--- src/rtl/pla_sweep_ctrl.sv ---
// Exhaustive PLA sweep controller: drives every i-line vector, compares the PLA under test
// against a golden model, counts mismatches and folds all sampled f-lines into a MISR.
module pla_sweep_ctrl #(
  parameter int unsigned VEC_W  = 16,
  parameter int unsigned SETTLE = 2
) (
  input  logic        clk,
  input  logic        rst,
  input  logic        start,
  input  logic        abort,
  output logic [15:0] pla_i,
  output logic        pla_cen,
  input  logic [7:0]  pla_f,
  input  logic [7:0]  ref_f,
  output logic        busy,
  output logic        done,
  output logic        pass,
  output logic [15:0] err_count,
  output logic        first_err_valid,
  output logic [15:0] first_err_addr,
  output logic [7:0]  first_err_f,
  output logic [15:0] signature
);

  typedef enum logic [2:0] {
    StIdle,
    StDrive,
    StWait,
    StCmp,
    StDone
  } state_e;

  localparam logic [VEC_W-1:0] LastAddr   = '1;
  // WAIT spans SETTLE cycles, so the counter is loaded with SETTLE-1 and exits at zero.
  localparam logic [3:0]       SettleLoad = (SETTLE > 0) ? 4'(SETTLE - 1) : 4'd0;

  state_e           state_q, state_d;
  logic [VEC_W-1:0] addr_q, addr_d;
  logic [3:0]       settle_q, settle_d;
  logic [15:0]      err_q, err_d;
  logic             fev_q, fev_d;
  logic [15:0]      fea_q, fea_d;
  logic [7:0]       fef_q, fef_d;
  logic [15:0]      sig_q, sig_d;

  logic accept;
  logic in_sweep;
  logic mismatch;

  assign in_sweep = (state_q == StDrive) || (state_q == StWait) || (state_q == StCmp);
  assign accept   = ((state_q == StIdle) || (state_q == StDone)) && start && !abort;
  assign mismatch = (pla_f != ref_f);

  always_comb begin
    state_d = state_q;
    unique case (state_q)
      StIdle, StDone: begin
        if (accept) state_d = StDrive;
      end
      StDrive: begin
        if (abort)           state_d = StIdle;
        else if (SETTLE > 0) state_d = StWait;
        else                 state_d = StCmp;
      end
      StWait: begin
        if (abort)                 state_d = StIdle;
        else if (settle_q == 4'd0) state_d = StCmp;
      end
      StCmp: begin
        if (abort)                   state_d = StIdle;
        else if (addr_q == LastAddr) state_d = StDone;
        else                         state_d = StDrive;
      end
      default: state_d = StIdle;
    endcase
  end

  always_comb begin
    addr_d   = addr_q;
    settle_d = settle_q;
    err_d    = err_q;
    fev_d    = fev_q;
    fea_d    = fea_q;
    fef_d    = fef_q;
    sig_d    = sig_q;
    if (accept) begin
      addr_d = '0;
      err_d  = 16'h0000;
      fev_d  = 1'b0;
      fea_d  = 16'h0000;
      fef_d  = 8'h00;
      sig_d  = 16'hFFFF;
    end else if (in_sweep && !abort) begin
      unique case (state_q)
        StDrive: settle_d = SettleLoad;
        StWait: begin
          if (settle_q != 4'd0) settle_d = settle_q - 4'd1;
        end
        StCmp: begin
          sig_d = {sig_q[14:0], sig_q[15] ^ sig_q[13] ^ sig_q[12] ^ sig_q[10]} ^ {8'h00, pla_f};
          if (mismatch) begin
            if (err_q != 16'hFFFF) err_d = err_q + 16'd1;
            if (!fev_q) begin
              fev_d = 1'b1;
              fea_d = 16'(addr_q);
              fef_d = pla_f;
            end
          end
          // Address stops at the last vector rather than wrapping back to zero.
          if (addr_q != LastAddr) addr_d = addr_q + VEC_W'(1);
        end
        default: ;
      endcase
    end
  end

  always_ff @(posedge clk) begin
    if (rst) begin
      state_q  <= StIdle;
      addr_q   <= '0;
      settle_q <= 4'd0;
      err_q    <= 16'h0000;
      fev_q    <= 1'b0;
      fea_q    <= 16'h0000;
      fef_q    <= 8'h00;
      sig_q    <= 16'hFFFF;
    end else begin
      state_q  <= state_d;
      addr_q   <= addr_d;
      settle_q <= settle_d;
      err_q    <= err_d;
      fev_q    <= fev_d;
      fea_q    <= fea_d;
      fef_q    <= fef_d;
      sig_q    <= sig_d;
    end
  end

  assign busy            = in_sweep;
  assign done            = (state_q == StDone);
  assign pass            = done && (err_q == 16'h0000);
  assign pla_i           = in_sweep ? 16'(addr_q) : 16'h0000;
  assign pla_cen         = !in_sweep;
  assign err_count       = err_q;
  assign first_err_valid = fev_q;
  assign first_err_addr  = fea_q;
  assign first_err_f     = fef_q;
  assign signature       = sig_q;

endmodule

--- config.mk ---
export PLATFORM = sky130hd
export DESIGN_NAME = pla_sweep_ctrl
export DESIGN_NICKNAME = d
export VERILOG_FILES = /design/src/rtl/pla_sweep_ctrl.sv
export SDC_FILE = /design/constraint.sdc
export NUM_CORES = 1
export LEC_CHECK = 0
export BUFFER_PORTS_ARGS = -buffer_cell sky130_fd_sc_hd__clkbuf_2
export CORE_MARGIN = 1.5
export CORE_UTILIZATION = 25
export CTS_CLUSTER_SIZE = 20
export DETAILED_ROUTE_END_ITERATION = 10
export GPL_ROUTABILITY_DRIVEN = 0
export PLACE_DENSITY = 0.56
export SETUP_SLACK_MARGIN = 0.3
export SYNTH_ARGS = -nofsm -noshare
export SYNTH_HDL_FRONTEND = slang
export SYNTH_SLANG_ARGS = --single-unit
--- constraint.sdc ---
create_clock -name clk -period 3.8 [get_ports clk]
set_clock_uncertainty 0.1 [all_clocks]
set_input_delay 0.76 -clock clk [delete_from_list [all_inputs] [get_ports clk]]
set_output_delay 0.76 -clock clk [all_outputs]
set_load 0.01 [all_outputs]
After elaboration in Yosys (flattened, before gate mapping):

Index checks and enable logic that the tools add are counted.

* word-level logic and storage cells: 61
* bits in registers: 80

* reduce and logical (&&, ||, !) cells: 23
* $add $sub $neg: 3
* bitwise logic cells: 6
* equal/unequal tests: 11
* multiplexer cells: 10

Operators with widths (number)
* 16-bit by 1-bit adder with 16-bit output, second input constant: 2
* 16-bit inequality test, second input constant: 2
* 16-bit equality test, second input constant: 1
* 16-bit zero test: 1
* 16-bit two-way mux: 1
* 16-bit by 8-bit bitwise XOR with 16-bit output: 1
* 3-bit two-way mux: 5
* 3-bit case mux with 4 select lines: 1
* 4-bit AND reduction: 3
* 8-bit inequality test: 1
* 4-bit case mux with 2 select lines: 1
* 3-bit by 2-bit equality test with 1-bit output, second input constant: 2
* 3-bit AND reduction: 2
* 1-bit logical AND: 4
* 4-bit zero test: 1
* 4-bit two-way mux: 1
* 2-bit AND reduction: 2
* 4-bit nonzero test: 1
* 2-bit OR reduction: 2
* 4-bit by 1-bit subtractor with 4-bit output, second input constant: 1
* 3-bit by 1-bit equality test with 1-bit output, second input constant: 1
* 3-bit equality test, second input constant: 1
* 3-bit zero test: 1
* 1-bit logical OR: 3
* other kinds (8): 12

Depth between registers and ports, before layout:

Gate-level depths: netlist of the first run.

* depth after elaboration: 6
* depth in mapped cells: 7
* gate-level depth less buffers: 7

Worst setup path before layout of the first run:

OpenSTA, ideal clock, no wires.

* kind: reg-to-output
* start point: register err_q[10] (netlist: err_count[10])
* end point: output pass
* required time: 2.940 ns
* cell stages (with the launch flop): 3
* setup slack: 1.623 ns
* arrival time: 1.317 ns
* cell sequence: dfxtp_1 > or4_1 > nor4_1

* word-level cells in the longest chain between the ends: 2

RTL lines
* start, declared: RTL line 40 `logic [15:0] err_q, err_d;`
* start signal, assigned: RTL line 131 `err_q <= err_d;`
* 16-bit zero test: RTL line 141 `assign pass = done && (err_q == 16'h0000);`
* 1-bit logical AND: RTL line 141
* end, declared: RTL line 17 `output logic pass,`

Every way passes these cells.

Worst setup path after layout of the first run:

Ends and elaborated chain as after synthesis.

==> run metrics, run 1 <==
status completed; clk_lat worst skew approximately 340 ps; slowest cell on the critical path or4_1; Post-DP HPWL ~7400 um; H-tree depth 3; Die Height roughly 130 um; Initial DRC Count ~150; combinational share of power ~4.5%; Yosys top cell area share 42.1%; arrival time at the worst endpoint between 1500 and 2000 ps; crit path time final between 2000 and 3000 ps; clock slew at reported path FFs roughly 60 ps; synth unique cells between 40 and 50; static leakage 2.08 nW; wire length on met3 between 400 and 500 um; Power per Cell Area about 370 mW/mm2; Die ar. between 0.015 and 0.02 mm2; Core Util, Final 32.2%; Setup Viol. Count Final 0; max-cap viol count 0; WL/cell 14.3 um; Reg power frac between 40% and 50%; worst rel slew slack a little under a third; Post-synth EDFFs 0; Post-CTS Resized 0; Net Switching 0.000386 W; fin nets ~550; Cell Chain, Critical Path or4_1 -> nor4_1 -> clkbuf_2; width of the die 126 um; post-synthesis sequential area ratio 42.1%; Synth top cells by count 80 x dfxtp_1, 51 x nor2_1, 44 x nand2_1; vias post-DR around 3400; Met1 Wirelength 4650 um; Fin Setup TNS 0 ps; setup bufs post-CTS 0; Critical Setup Path Class flop to output port; clk root buf clkbuf_16; Hold-fix buffers, CTS 0; core area approximately 0.015 mm2; largest cells by area after synthesis dfxtp_1 42%, xnor2_1 6.9%, mux2i_1 6.6%; TritonCTS clock tree done; crit share post-route between 60% and 70%; number of diodes 0; Tot Pwr between 0.0015 and 0.002 W; met2 WL around 5000 um; Hold Path Class flop to flop; Inst Count DP ~700; detail-routed via count per cell about 4.8; mapped cell area about 0.0038 mm2; Ports slightly below 100; Initial Util between 20 and 30%; measured slew at the worst slew-check pin 1050 ps; largest net degree at the start of global routing 56; Int Power 0.00136 W; flops & latches, synth 80; mean area per synthesized cell between 8 and 9 um2; layout filler cell count 1570; gr ovfl total 0; RSZ-0062 raised after global routing false; number of global-route vias before repair 3222; top routing layer in use met4; Total Routed Length about 10000 um; Clock Path Buffers 2; antenna-violating nets left 0; cell with the most instances after synthesis dfxtp_1; overall routing resource usage a little over an eighth; Warnings, synthesis 0; TritonRoute pass-1 iters 4; CP max FO 8; crit path launch type flop; detailed-route DRC error count 0; IO Port Bufs 96; Final Max Slew Viols 0; Layout area overhead 24.5%; area of the multi-input gates around 0.0021 mm2; register area between 0.0015 and 0.002 mm2; Clock power frac a little under half; Final Hold Viols 0; share of cells above drive strength 1 between 20% and 30%; first-pass GRT wire length between 15000 and 20000 um; Area after DPL around 0.0044 mm2; design area around 0.0047 mm2; CP peak stage delay between 500 and 600 ps; Most used DFF post-synth dfxtp_1; maximum vdd drop 0.193 mV; CP Capture Type output port; CP required between 2000 and 3000 ps; CTS buffer count 9; fin cells ~710; Clock Sinks 80; Syn Inst Count between 400 and 500; area leader, netlist dfxtp_1; Post-Syn Nets between 400 and 500; antenna violations before repair 0; Sw Ratio between 20 and 25%; ys async rst share 0%; row count 44; Max Fclk approximately 380 MHz
==> critical path: cells and delay by family, from the launching register on <==
family,cells,cell delay (ps)
buf+inv,1,200
flops,1,380
simple gates,2,880
==> sequential cells by signal, summed over array words and instances, names as in the netlist <==
| name | cells |
|---|---|
| addr_q | 16 |
| err_count | 16 |
| first_err_addr | 16 |
| signature | 16 |
| first_err_f | 8 |
| settle_q | 4 |
| state_q | 3 |
| first_err_valid | 1 |
==> through the flow <==
step,hold WS (ps),setup slack (ps)
2_1_floorplan,380,1620
3_3_place_gp,378,1030
3_5_place_dp,388,932
4_1_cts,402,1100
5_1_grt,416,999
6_report,392,1140
==> path summary, 6_finish.rpt <==
check | endpoint | startpoint | cells after the start | slack (ps)
min | signature[11] | signature[11] | 2 | 390
max | pass | err_count[10] | 3 | 1140
max reg2reg | err_count[4] | state_q[1] | 5 | 1340
min reg2reg | signature[11] | signature[11] | 2 | 390
==> metal layers <==
metal / global-route usage, % / up-vias
li1: - / 1718
met1: 16.4 / 1603
met2: 22.5 / 81
met3: 3.12 / 9
met4: 3.45 / 0
met5: 0 / -
==> final cells by class <==
cell class	count	area share [%]
clock buffers	13	5.71
clock inverters	3	0.317
inverters	10	0.793
multi-input cells	322	43.5
flip-flops and latches	80	33.8
well taps	184	4.86
repair buffers	101	10.9
==> cells in the final DEF, fill, tap and decap left out, drive strengths merged, types with 15 or more instances in the layout <==
cell type / synthesis / final
and2: 19 / 19
dfxtp: 80 / 80
nor2: 51 / 51
nand2: 44 / 44
clkbuf: 12 / 109
a21oi: 15 / 15
mux2i: 25 / 25
nand3: 22 / 22
xnor2: 30 / 30
o211ai: 20 / 20
==> kinds of logic after synthesis <==
kind of cell | count (synthesis) | synth area share [%]
adder cells (fa/ha/maj) | 4 | 1.32
flip-flops | 80 | 42.1
AND/OR/NAND/NOR | 194 | 26.0
XOR/XNOR | 36 | 8.29
AO/OA/AOI/OAI | 63 | 11.3
multiplexers | 25 | 6.58
buffers and inverters | 35 | 4.44
==> power by group through the flow <==
stage / Combinational (W) / Sequential (W) / Clock [W]
floorplan: 0.0000497 / 0.000861 / 0
global placement: 0.0000781 / 0.000863 / 0
detailed placement: 0.0000798 / 0.000864 / 0
CTS: 0.0000802 / 0.000845 / 0.000851
global route: 0.0000878 / 0.000845 / 0.000895
finish: 0.0000791 / 0.000845 / 0.000825
No activity file was read; power rests on OpenSTA's default activity.
==> run 2, diff against run 1 <==
--- a/config.mk
+++ b/config.mk
@@ -5,13 +5,14 @@
 export SDC_FILE = /design/constraint.sdc
 export NUM_CORES = 1
 export LEC_CHECK = 0
+export ABC_AREA = 1
 export BUFFER_PORTS_ARGS = -buffer_cell sky130_fd_sc_hd__clkbuf_2
 export CORE_MARGIN = 1.5
 export CORE_UTILIZATION = 25
 export CTS_CLUSTER_SIZE = 20
 export DETAILED_ROUTE_END_ITERATION = 10
 export GPL_ROUTABILITY_DRIVEN = 0
-export PLACE_DENSITY = 0.56
+export PLACE_DENSITY = 0.55
 export SETUP_SLACK_MARGIN = 0.3
 export SYNTH_ARGS = -nofsm -noshare
 export SYNTH_HDL_FRONTEND = slang
==> constraint.sdc (replaced) <==
create_clock -name clk -period 2.6 [get_ports clk]
set_clock_uncertainty 0.1 [all_clocks]
set_input_delay 0.52 -clock clk [delete_from_list [all_inputs] [get_ports clk]]
set_output_delay 0.52 -clock clk [all_outputs]
set_load 0.01 [all_outputs]
==> run metrics, run 2 <==
status completed; cell with the most instances after synthesis nand2_1; largest cells by area after synthesis dfxtp_1 38%, nand2_1 15%, a21oi_1 7.5%; worst setup margin 359 ps (-783 ps); RSZ-0062 raised after global routing true; width of the die 133 um (+5.5%); RR Endpoint first_err_addr[12]; H-tree depth 3 (unchanged); CP endpoint pass; TritonCTS clock tree done; IO Port Bufs 96 (unchanged); detailed-route DRC error count 0 (unchanged); clock slew at reported path FFs 60 ps (about the same); Warnings, synthesis 0 (unchanged); detail-routed via count per cell 4.49 (-6.1%); Die Height 133 um (+5.5%); Synth top cells by count 169 x nand2_1, 80 x dfxtp_1, 77 x nor2_1; CP Capture Type output port; static leakage 2.23 nW (+7.5%); Post-Syn Nets 661 (+43%); mean area per synthesized cell 6.66 um2 (-23%); Hold Path Class input port to flop; Power per Cell Area 501 mW/mm2 (+36%); most common cell after layout, fill and taps aside nand2_1; largest net degree at the start of global routing 42 (-25%); fin nets 750 (+37%); pre-CTS setup slack 300 ps (-632 ps); Initial DRC Count 252 (+65%); synth unique cells 33 (-33%); row count 47 (+6.8%); flops & latches, synth 80 (unchanged); vias post-DR 4270 (+25%); Layout area overhead 22.9%; first-pass GRT wire length 20600 um (+24%); maximum vdd drop 0.317 mV (+64%); Post-synth EDFFs 0 (unchanged); Max Fclk about 450 MHz; CP max FO 4 (-4); clk root buf clkbuf_16; Yosys top cell area share 37.7% (-4.4 points); CP required 1980 ps (-960 ps); Final Max Slew Viols 0 (unchanged); CTS buffer count 9 (unchanged); TritonRoute pass-1 iters 4 (unchanged); Clock Path Buffers 2 (unchanged); max-cap viol count 0 (unchanged); Initial Util 25.6% (-0.28 points); share of cells above drive strength 1 19.4% (-3.8 points); most frequent cells in the layout 168 x nand2_1, 96 x clkbuf_2, 80 x dfxtp_1, 75 x nor2_1, 64 x a21oi_1; measured slew at the worst slew-check pin 541 ps (-505 ps); Critical Setup Path Class flop to output port; Most used DFF post-synth dfxtp_1; Syn Inst Count 637 (+46%); Ports 97 (unchanged); Setup Viol. Count Final 0 (unchanged); arrival time at the worst endpoint 1620 ps (-180 ps); Worst Setup SP state_q[0]; core area 0.0166 mm2 (+13%); Total Routed Length 12300 um (+21%); overall routing resource usage 14.5% (+1.5 points); ys async rst share 0% (unchanged); R2R Setup Slk 610 ps (-730 ps); Clock Sinks 80 (unchanged); crit path launch type flop; number of diodes 0 (unchanged); Final Hold Viols 0 (unchanged); crit share post-route 86.2%; reg2reg start state_q[2]; clk_lat worst skew 340 ps (about the same); worst rel slew slack 63.9% (+34 points); post-synthesis sequential area ratio 37.7% (-4.4 points); worst r2r path cells 7 (+2); area leader, netlist dfxtp_1; Fin Setup TNS 0 ps (unchanged); mapped cell area 0.00424 mm2 (+12%); Die ar. 0.0178 mm2 (+11%); number of global-route vias before repair 4020 (+25%); antenna violations before repair 0 (unchanged); WL/cell 12.9 um (-9.6%); gr ovfl total 0 (unchanged); antenna-violating nets left 0 (unchanged); Post-DP HPWL 8780 um (+19%); crit path time final between 2000 and 2500 ps
-- run 2: cell types whose count changed in the layout (fill, tap and decap cells not counted), sizes merged, moves of 13 or more --
cell / previous run / this run
xor2: 6 / 19
nand2: 44 / 171
and2: 19 / 1
mux2i: 25 / 0
nand3: 22 / 55
a21oi: 15 / 64
nor2: 51 / 84
inv: 10 / 68
xnor2: 30 / 5
-- run 2: worst min path at each step --
stage                     slack [ps]                  to  depth (start not counted)          startpoint
after floorplan                  360         settle_q[1]                          2         settle_q[1]
after global placement           350      first_err_f[2]                          2      first_err_f[2]
after detailed placement         360  first_err_addr[15]                          2  first_err_addr[15]
after CTS                        280         settle_q[1]                          2                 rst
after global routing             300         settle_q[1]                          2                 rst
final                            290         settle_q[1]                          2                 rst
-- run 2: area by class of cell --
type / count / area (um2)
Multi-Input combinational cell: 463 / 2270
Tap cell: 220 / 275
Inverter: 69 / 262
Sequential cell: 80 / 1600
Timing Repair Buffer: 103 / 533
Fill cell: 1856 / 11400
Clock inverter: 6 / 33.8
Clock buffer: 10 / 239
-- run 2: kinds of logic after synthesis --
kind of cell / synth area share [%]
AOI/OAI and AO/OA: 11.6
xor gates and xnor gates: 4.95
adders and majority gates: 1.18
buffers and inverters: 9.02
DFF: 37.7
and+or+nand+nor: 35.5
-- run 2: metrics by stage --
step                hold slack [ps]  util [%]  instances  instance area, um2  total power [W]
finish                          290      31.5        951                5220          0.00262
global route                    298      31.5        951                5220          0.00274
CTS                             285      31.4        951                5210          0.00266
detailed placement              358      29.7        935                4930          0.00146
global placement                355      29.7        935                4930          0.00146
floorplan                       359         -        637                4240          0.00139
-- run 2: critical path, stage by stage (launching register included) --
cell and delay, ps:
dfxtp_1 330, nor2_2 200, inv_1 90, nor2_1 280, nand4_1 140, nor2_1 110
clkbuf_2 140
-- run 2: layer usage --
layer / share of wire [%] / track usage (%)
met1: 49 / 19.5
met2: 45 / 23.1
met3: 4.0 / 2.59
met4: 2.3 / 6.04
met5: 0 / 0
-- run 2: power by group --
part | internal, W | total [W] | switching, W | leakage, nW
registers | 0.00124 | 0.00124 | 0.00000688 | 0.645
logic | 0.0000603 | 0.000192 | 0.000132 | 1.44
clock network | 0.000667 | 0.00118 | 0.000513 | 0.142
total | 0.00196 | 0.00262 | 0.000652 | 2.23
-- run 2: what timing repair did --
action,4_1_cts,5_1_grt
resized for setup,1,2
hold buffers,0,0
setup buffers,0,0
setup endpoints to repair,2,22
==> run 3, diff against run 2 <==
--- a/config.mk
+++ b/config.mk
@@ -6,14 +6,14 @@
 export NUM_CORES = 1
 export LEC_CHECK = 0
 export ABC_AREA = 1
-export BUFFER_PORTS_ARGS = -buffer_cell sky130_fd_sc_hd__clkbuf_2
+export BUFFER_PORTS_ARGS = -buffer_cell sky130_fd_sc_hd__buf_2
 export CORE_MARGIN = 1.5
 export CORE_UTILIZATION = 25
 export CTS_CLUSTER_SIZE = 20
 export DETAILED_ROUTE_END_ITERATION = 10
 export GPL_ROUTABILITY_DRIVEN = 0
 export PLACE_DENSITY = 0.55
-export SETUP_SLACK_MARGIN = 0.3
+export SETUP_SLACK_MARGIN = 0.5
 export SYNTH_ARGS = -nofsm -noshare
 export SYNTH_HDL_FRONTEND = slang
 export SYNTH_SLANG_ARGS = --single-unit
==> run metrics, run 3 (synthesis results as in run 2) <==
Fin Setup TNS 0 ps (unchanged); Initial Util 25.6% (unchanged); Setup Viol. Count Final 0 (unchanged); Core Util, Final 32.5% (+1.0 points); crit path launch type flop; clk root buf clkbuf_16; Die Height 133 um (unchanged); TritonRoute pass-1 iters 4 (unchanged); Post-DP HPWL 8790 um (about the same); combinational share of power 8.0% (+0.6 points); Cell Chain, Critical Path nor2_4 -> inv_2 -> nor2_4 -> nand4_1 -> nor2_1 -> buf_2; R2R Setup Slk 700 ps (+90 ps); Ports 97 (unchanged); Int Power 0.00204 W (+3.7%); first-pass GRT wire length 20300 um (-1.5%); worst rel slew slack 56.2% (-7.7 points); width of the die 133 um (unchanged); vias post-DR 4351 (+1.9%); maximum vdd drop 0.322 mV (+1.7%); Clock power frac 45.8% (+0.7 points); WL/cell 13.2 um (+2.1%); Max Fclk 499 MHz (+12%); Critical Setup Path Class flop to output port; crit share post-route 77.0% (-9.2 points); number of diodes 0 (unchanged); clock slew at reported path FFs 60 ps (about the same); crit path time final 2000 ps (-238 ps); antenna-violating nets left 0 (unchanged); WHS 283 ps (-7.94 ps); largest net degree at the start of global routing 41 (-2.4%); CP peak stage delay 340 ps (about the same); Sw Ratio 24.3% (-0.64 points); most frequent cells in the layout 168 x nand2_1, 96 x buf_2, 78 x dfxtp_1, 74 x nor2_1, 64 x a21oi_1; Hold Path Class input port to flop; gr ovfl total 0 (unchanged); Final Hold Viols 0 (unchanged); slowest cell on the critical path dfxtp_2; H-tree depth 3 (unchanged); RSZ-0062 raised after global routing false; IO Port Bufs 96 (unchanged); status completed; cell mode on critical path nor2_4; arrival time at the worst endpoint 1380 ps (-240 ps); CTS buffer count 9 (unchanged); static leakage 2.33 nW (+4.6%); Bufs and invs on worst path 2 (unchanged); Tot Pwr 0.00269 W (+2.9%); most common cell after layout, fill and taps aside nand2_1; Net Switching 0.000654 W (+0.22%); Top delay family on crit path simple AND/OR/NAND/NOR gates; Power per Cell Area 499 mW/mm2 (-0.41%); TritonCTS clock tree done; antenna violations before repair 0 (unchanged); Initial DRC Count 206 (-18%); Reg power frac 46.3% (-1.2 points); Hold-fix buffers, CTS 0 (unchanged); CP max FO 4 (unchanged); share of cells above drive strength 1 21.5% (+2.1 points); measured slew at the worst slew-check pin 656 ps (+115 ps); max-cap viol count 0 (unchanged); number of global-route vias before repair 3976 (-1.1%); CP required 1980 ps (about the same); detail-routed via count per cell 4.51 (+0.42%); Layout area overhead 26.9%; row count 47 (unchanged); Clock Sinks 80 (unchanged); CP Capture Type output port; clk_lat worst skew 340 ps (about the same); Die ar. 0.0178 mm2 (unchanged); detailed-route DRC error count 0 (unchanged); fin nets 764 (+1.9%); Total Routed Length 12700 um (+3.6%); core area 0.0166 mm2 (unchanged); overall routing resource usage 14.3% (-0.20 points); Clock Path Buffers 2 (unchanged); Final Max Slew Viols 0 (unchanged)
run 3: cell count changes in the layout (fill, tap and decap cells not counted), moves of 2 or more:
cell	delta
buf_4	+13
dfxtp_1	-2
clkbuf_8	+2
nand3_4	+2
clkinv_2	-4
clkbuf_2	-96
nor2_4	+4
buf_2	+96
nand3_2	-2
nor2_2	-2
clkbuf_1	+2
run 3: final timing paths:
path	from	end	cells after the start
max	state_q[0]	pass	6
min	rst	state_q[1]	2
max reg2reg	state_q[2]	addr_q[9]	9
min reg2reg	first_err_f[1]	first_err_f[1]	2
run 3: metrics by stage:
| stage | instances | worst slack [ps] | area (um2) |
|---|---|---|---|
| floorplan | 637 | 673 | 4240 |
| global placement | 942 | -0.150 | 4990 |
| detailed placement | 942 | 48.8 | 4990 |
| CTS | 959 | 475 | 5320 |
| global route | 965 | 508 | 5390 |
| finish | 965 | 597 | 5390 |
run 3: cell type report:
cell class	count	area [um2]
fillers	1860	11200
clock inverters	2	12.5
repair buffers	116	631
flip-flops and latches	80	1610
multi-input cells	464	2320
inverters	69	267
well taps	220	275
clock buffers	14	274
run 3: layer usage:
metal	up-vias	share of wire, %	global-route usage (%)
li1	2258	-	-
met1	1972	48	19.0
met2	106	45	23.1
met3	15	5.8	3.35
met4	0	1.6	4.47
met5	-	0	0
run 3: power groups by stage:
stage	combinational, W	sequential [W]	clock, W
6_report	0.000215	0.00124	0.00123
5_1_grt	0.000243	0.00124	0.00132
4_1_cts	0.000212	0.00124	0.00127
3_5_place_dp	0.000199	0.00127	0
3_3_place_gp	0.000199	0.00127	0
2_1_floorplan	0.000118	0.00127	0
run 3: timing repair:
item | 4_1_cts | 5_1_grt
buffers inserted | 1 | 5
pin swaps | 1 | 2
cloned | 0 | 1
endpoints found under the setup margin | 38 | 35
resized for setup | 11 | 6
